==> config.mk <==
export PLATFORM = sky130hd
export DESIGN_NAME = pipe_stage_chain
export DESIGN_NICKNAME = d
export VERILOG_FILES = /design/src/rtl/pipe_pkg.sv /design/src/rtl/pipe_stage_cell.sv /design/src/rtl/pipe_stage_chain.sv
export SDC_FILE = /design/constraint.sdc
export NUM_CORES = 1
export LEC_CHECK = 0
export CAP_MARGIN = 20
export CORE_MARGIN = 5
export CORE_UTILIZATION = 41
export DETAILED_ROUTE_END_ITERATION = 8
export GPL_ROUTABILITY_DRIVEN = 0
export HOLD_SLACK_MARGIN = 0.1
export PLACE_DENSITY = 0.88
export SYNTH_ARGS = -nofsm -noshare
export SYNTH_HDL_FRONTEND = slang
export SYNTH_SLANG_ARGS = --single-unit
export TNS_END_PERCENT = 50
==> constraint.sdc <==
create_clock -name clk -period 2.3 [get_ports clk]
set_clock_uncertainty 0.15 [all_clocks]
set_input_delay 0.69 -clock clk [delete_from_list [all_inputs] [get_ports clk]]
set_output_delay 0.69 -clock clk [all_outputs]
set_load 0.02 [all_outputs]
==> src/rtl/pipe_pkg.sv <==
// Shared definitions for the pipeline register chain: EXE/MEM payload layout
// and the helper that sizes the occupancy counter.
package pipe_pkg;

    // EXE/MEM payload layout, MSB first: {WB_EN, MEM_R_EN, MEM_W_EN, ALU_RES, VAL_RM, DEST}
    localparam int WB_EN_BIT     = 70;
    localparam int MEM_R_EN_BIT  = 69;
    localparam int MEM_W_EN_BIT  = 68;
    localparam int ALU_RES_LSB   = 36;
    localparam int ALU_RES_W     = 32;
    localparam int VAL_RM_LSB    = 4;
    localparam int VAL_RM_W      = 32;
    localparam int DEST_LSB      = 0;
    localparam int DEST_W        = 4;
    localparam int EXE_PAYLOAD_W = 71;

    typedef struct packed {
        logic        wb_en;
        logic        mem_r_en;
        logic        mem_w_en;
        logic [31:0] alu_res;
        logic [31:0] val_rm;
        logic [3:0]  dest;
    } exe_payload_t;

    // Bits needed to count 0..n inclusive (equals $clog2(n+1), minimum 1).
    function automatic int clog2_plus1(input int n);
        int w;
        w = 1;
        while ((1 << w) < (n + 1)) begin
            w = w + 1;
        end
        return w;
    endfunction

endpackage

==> src/rtl/pipe_stage_cell.sv <==
// One pipeline stage: a valid bit plus a payload register. Loads on adv,
// holds otherwise; flush drops the valid bit but keeps the payload.
module pipe_stage_cell
    import pipe_pkg::*;
#(
    parameter int WIDTH = EXE_PAYLOAD_W
) (
    input  logic             clk,
    input  logic             rst,
    input  logic             adv,
    input  logic             flush,
    input  logic             load_valid,
    input  logic [WIDTH-1:0] load_data,
    output logic             valid,
    output logic [WIDTH-1:0] data
);

    logic             valid_d;
    logic             valid_q;
    logic [WIDTH-1:0] data_d;
    logic [WIDTH-1:0] data_q;

    // Next-state: flush kills the entry, adv loads from upstream, else hold.
    always_comb begin
        valid_d = valid_q;
        data_d  = data_q;
        if (flush) begin
            valid_d = 1'b0;
        end else if (adv) begin
            valid_d = load_valid;
            data_d  = load_data;
        end else begin
            valid_d = valid_q;
            data_d  = data_q;
        end
    end

    // Stage registers with synchronous clear.
    always_ff @(posedge clk) begin
        if (rst) begin
            valid_q <= 1'b0;
            data_q  <= '0;
        end else begin
            valid_q <= valid_d;
            data_q  <= data_d;
        end
    end

    assign valid = valid_q;
    assign data  = data_q;

endmodule

==> src/rtl/pipe_stage_chain.sv <==
// Elastic chain of DEPTH pipeline stages with freeze, flush and valid/ready
// backpressure. Holds the advance/ready chain and the occupancy popcount;
// the storage lives in pipe_stage_cell instances.
module pipe_stage_chain
    import pipe_pkg::*;
#(
    parameter int WIDTH   = EXE_PAYLOAD_W,
    parameter int DEPTH   = 1,
    parameter int ELASTIC = 1,
    localparam int OCC_W  = clog2_plus1(DEPTH)
) (
    input  logic             clk,
    input  logic             rst,
    input  logic             freeze,
    input  logic             flush,
    input  logic             in_valid,
    input  logic [WIDTH-1:0] in_data,
    output logic             in_ready,
    output logic             out_valid,
    output logic [WIDTH-1:0] out_data,
    input  logic             out_ready,
    output logic [OCC_W-1:0] occupancy
);

    logic [DEPTH-1:0] v_s;
    logic [DEPTH-1:0] adv_s;
    logic [DEPTH-1:0] load_v_s;
    logic [WIDTH-1:0] d_s      [DEPTH];
    logic [WIDTH-1:0] load_d_s [DEPTH];
    logic             in_ready_s;
    logic [OCC_W-1:0] occ_s;

    // Advance chain from the output stage back to stage 0. Elastic mode lets a
    // stage move into a bubble even when the output is stalled; rigid mode
    // shifts every stage only when the output stage can move.
    always_comb begin : adv_chain
        logic tail_adv;
        logic run;
        adv_s    = '0;
        tail_adv = ~freeze & (~v_s[DEPTH-1] | out_ready);
        run      = tail_adv;
        adv_s[DEPTH-1] = tail_adv;
        for (int i = DEPTH - 2; i >= 0; i--) begin
            if (ELASTIC != 0) begin
                run = ~freeze & (~v_s[i] | run);
            end else begin
                run = tail_adv;
            end
            adv_s[i] = run;
        end
    end

    assign in_ready_s = adv_s[0] & ~flush;

    // Stage 0 takes the upstream offer; every later stage takes its predecessor.
    for (genvar g = 0; g < DEPTH; g++) begin : g_stage
        if (g == 0) begin : g_head
            assign load_v_s[g] = in_valid & in_ready_s;
            assign load_d_s[g] = in_data;
        end else begin : g_body
            assign load_v_s[g] = v_s[g-1];
            assign load_d_s[g] = d_s[g-1];
        end

        pipe_stage_cell #(
            .WIDTH(WIDTH)
        ) u_cell (
            .clk       (clk),
            .rst       (rst),
            .adv       (adv_s[g]),
            .flush     (flush),
            .load_valid(load_v_s[g]),
            .load_data (load_d_s[g]),
            .valid     (v_s[g]),
            .data      (d_s[g])
        );
    end

    // Population count of valid stages.
    always_comb begin
        occ_s = '0;
        for (int i = 0; i < DEPTH; i++) begin
            occ_s = occ_s + OCC_W'(v_s[i]);
        end
    end

    assign in_ready  = in_ready_s;
    assign out_valid = v_s[DEPTH-1];
    assign out_data  = d_s[DEPTH-1];
    assign occupancy = occ_s;

endmodule
Word level (Yosys, flattened, before mapping). Cells that the tools add are included. W data, S select, Z words.

Bitwise logic cells: 7. Reduce and logical (&&, ||, !) cells: 2.

Operators with widths (count): $and A1 B1 Y1 (3); $not A1 Y1 (3); $reduce_and A2 Y1 (1); $reduce_or A2 Y1 (1); $or A1 B1 Y1 (1).

Bits in registers: 72. Input port bits: 77. Output and inout port bits: 74. Word-level logic and storage cells: 11.

Depth between registers and ports, before layout.
Depth after elaboration: 5. Gate-level depth with buffers: 5. Depth with buffers taken out: 3.

Cells and area by module. A second synthesis with hierarchy kept.

Cell total of the unflattened synthesis: 332. Area total of the unflattened synthesis: 3550.9 um2.

Modules (own cells, without submodules): pipe_stage_cell (times used 1, cells each 327, area an instance 3505.9 um2, sequential area each 1441.4 um2); pipe_stage_chain (times used 1, cells each 5, area an instance 45.0 um2, sequential area each 0.0 um2).

Worst setup path before layout. No wires, ideal clock.

Path type: input-to-output. From: input port out_ready. To: output port in_ready. Data arrival time: 1294 ps. Required time: 1460 ps. Slack: 166 ps. Stages: 4. Path buffers: 2. Cell sequence: inv_2 -> a211oi_2 -> buf_6 -> buf_8.

Word-level cells in the longest chain between the ends: 3.

Ends and longest elaborated chain: from (decl) (line pipe_stage_chain.sv:21) `input logic out_ready,`; $or A1 B1 Y1 (line pipe_stage_chain.sv:40) `tail_adv = ~freeze & (~v_s[DEPTH-1] | out_ready);`; $and A1 B1 Y1 (line pipe_stage_chain.sv:40); $and A1 B1 Y1 (line pipe_stage_chain.sv:53) `assign in_ready_s = adv_s[0] & ~flush;`; to (decl) (line pipe_stage_chain.sv:18) `output logic in_ready,`.

Every way passes these cells.

Final worst setup path.
From: input port freeze. To: output port in_ready.

Word-level cells in the longest chain between the ends: 3.

Ends and longest elaborated chain: from (decl) (line pipe_stage_chain.sv:14) `input logic freeze,`; $not A1 Y1 (line pipe_stage_chain.sv:40); $and A1 B1 Y1 (line pipe_stage_chain.sv:40); $and A1 B1 Y1 (line pipe_stage_chain.sv:53).

Every way passes these cells.

==> results.md <==
* Status: complete, no violations
* Post-synth top area share at 44.3%
* Top_reg_cell synth: dfxtp_1
* Yosys warnings at 0
* ANT cells at 0
* Htree depth at 3
* Tot Pwr at 2990 µW
* Seq/Total Area, Yosys at 44.3%
* TritonRoute pass-1 iters at 4
* Worst-margin pin slew at 0.437 ns
* Multi-input gate area at 1640 µm²
* Detailed Place HPWL at 5760 µm
* Cells after DPL at 545
* R2r setup slk at 0.41 ns
* Fill cell total of the finished layout at 624
* Core footprint at 7730 µm²
* Yosys cell types at 12
* Seq. cell area at 1440 µm²
* Worst-path clk slew at 0.07 ns
* Top post-synthesis cells by count: 143 x nand2b_1, 72 x dfxtp_1, 71 x mux2i_1
* Die Wd at 99.1 µm
* Vias in the first global route at 2689
* Syn Inst Count at 314
* Post-Place Cell Area at 4760 µm²
* Critical Path Source Type: primary input
* Max Root-Sink Buffers at 2
* Period minus WS final at 2.24 ns
* Clock Latency Late Sink at 0.32 ns
* Critical path class: in -> out
* Hold Vio Cnt, Final at 0
* Initial antenna violation count at 0
* Routed len/inst at 14.0 µm
* Largest net degree at the start of global routing at 144
* CTS Buf Count at 9
* RSZ-0062 raised after global routing: false
* Upper clock frequency limit at 446 MHz
* IO buf count at 150
* GRT Total Usage at 16.0%
* Hold Crit Class: reg -> reg
* Worst VDD drop at 0.000369 V
* Pleak at 0.00184 µW
* Yosys reg bits at 72
* Residual DRC at 0
* Ys async rst share at 0%
* Slew Limit Fails at 0
* Via density per instance at 4.52
* DRT iter0 DRCs at 72
* Final period utilization at 97.6%
* Final net count at 531
* WHS at 0.321 ns
* IO Pins at 151
* Die ar. at 9830 µm²
* Via Count at 2536
* Ranking of synthesized cells by area: dfxtp_1 44%, nand2b_1 27%, mux2i_1 22%, buf_8 3.2%, clkbuf_1 1.6%
* Initial Utilization at 42.1%
* EDFF count, synth at 0
* Area Growth Syn to Fin at 52.8%
* CTS tree: yes
* CP max FO at 3
* Worst rel slew slack at 70.9%
* First-pass GRT wire length at 12800 µm
* Post-CTS Setup Repair Bufs at 0
* Mapped Nets at 391
* # rows at 32
* Count leader, synth: nand2b_1
* Area leader, netlist: dfxtp_1
* CP endpoint kind: primary output
* Routed Antenna Nets at 0
* Final setup viols at 0
* Die Ht at 99.1 µm
* Syn Std Cell Area at 3260 µm²
* Root Buffer: clkbuf_8
* CP Data Required Time at 1.46 ns
* Maxcap violations at 0
* Pwr dens at 601 nW/µm²
* Finished Cell Area at 4980 µm²
* Proportion of layout cells with a drive suffix above 1 at 4.36%
* Cell Count, Final, Fillers Out at 561
* Post-Syn Area per Cell at 10.4 µm²
* Arr. time, crit path at 1.40 ns
* Routed WL at 7880 µm
* Clock sink count at 72
* Total gr overflow at 0
-- stage by stage --
step	setup slack, ns	TNS (ns)	util [%]
floorplan	0.166	0	-
CTS	0.0508	0	64.4
finish	0.0563	0	64.4
detailed placement	-0.639	-26.21	61.6
global route	0.0186	0	64.4
global placement	-0.616	-43.68	61.3
-- placed cells by master, fill, tap and decap left out --
cell	instances
clkdlybuf4s50_1	145
nand2b_1	143
dfxtp_1	72
mux2i_1	71
clkbuf_8	10
clkbuf_1	3
dlygate4sd2_1	3
bufinv_16	2
buf_6	2
inv_2	1
a211oi_4	1
o21ai_0	1
a211oi_1	1
clkinv_2	1
buf_2	1
buf_16	1
buf_12	1
-- kinds of logic (layout without fill, tap and decap cells) --
logic type	Yosys count	in the layout	synth area share, %
simple gates	143	143	27.5
mux	71	71	21.8
flops	72	72	44.3
buf+inv	25	170	5.69
compound gates	3	3	0.768
-- report_power, final --
| part | internal, µW | switching (µW) | total, µW |
|---|---|---|---|
| Combinational | 330 | 233 | 563 |
| Clock | 641 | 441 | 1080 |
| Sequential | 1310 | 34.0 | 1350 |
| Total | 2280 | 708 | 2990 |
-- worst max-delay path, stage by stage --
cell	delay [ns]
dlygate4sd2_1	0.28
a211oi_4	0.27
buf_6	0.16
-- worst paths after layout --
kind | startpoint | to | cells after the start
max | freeze | in_ready | 3
min | g_stage[0].u_cell.data[55] | g_stage[0].u_cell.data[55] | 2
max reg2reg | g_stage[0].u_cell.valid | g_stage[0].u_cell.data[31] | 4
min reg2reg | g_stage[0].u_cell.data[55] | g_stage[0].u_cell.data[55] | 2
-- state kept, by name, summed over array words and instances, names as in the netlist --
name,count
g_stage.u_cell.valid,1
g_stage.u_cell.data,71
-- area by class of cell --
cell class / instances / area share [%]
inverters: 1 / 0.0754
repair buffers: 153 / 31.2
well taps: 102 / 2.56
clock buffers: 13 / 2.99
multi-input cells: 217 / 32.9
flip-flops and latches: 72 / 29.0
clock inverters: 3 / 1.31
-- per-layer routing --
metal | up-vias | track usage, % | share of wire [%]
li1 | 1281 | - | -
met1 | 1153 | 18.5 | 42
met2 | 91 | 27.0 | 48
met3 | 11 | 5.82 | 8.7
met4 | 0 | 5.78 | 1.5
met5 | - | 0 | 0
-- repair_timing --
action | in CTS | in global routing
setup endpoints to repair | 38 | 0
endpoints found under the hold margin | 0 | 0
hold buffers | 0 | 0
gates resized for setup | 10 | 0
No activity file was read; power rests on OpenSTA's default activity.
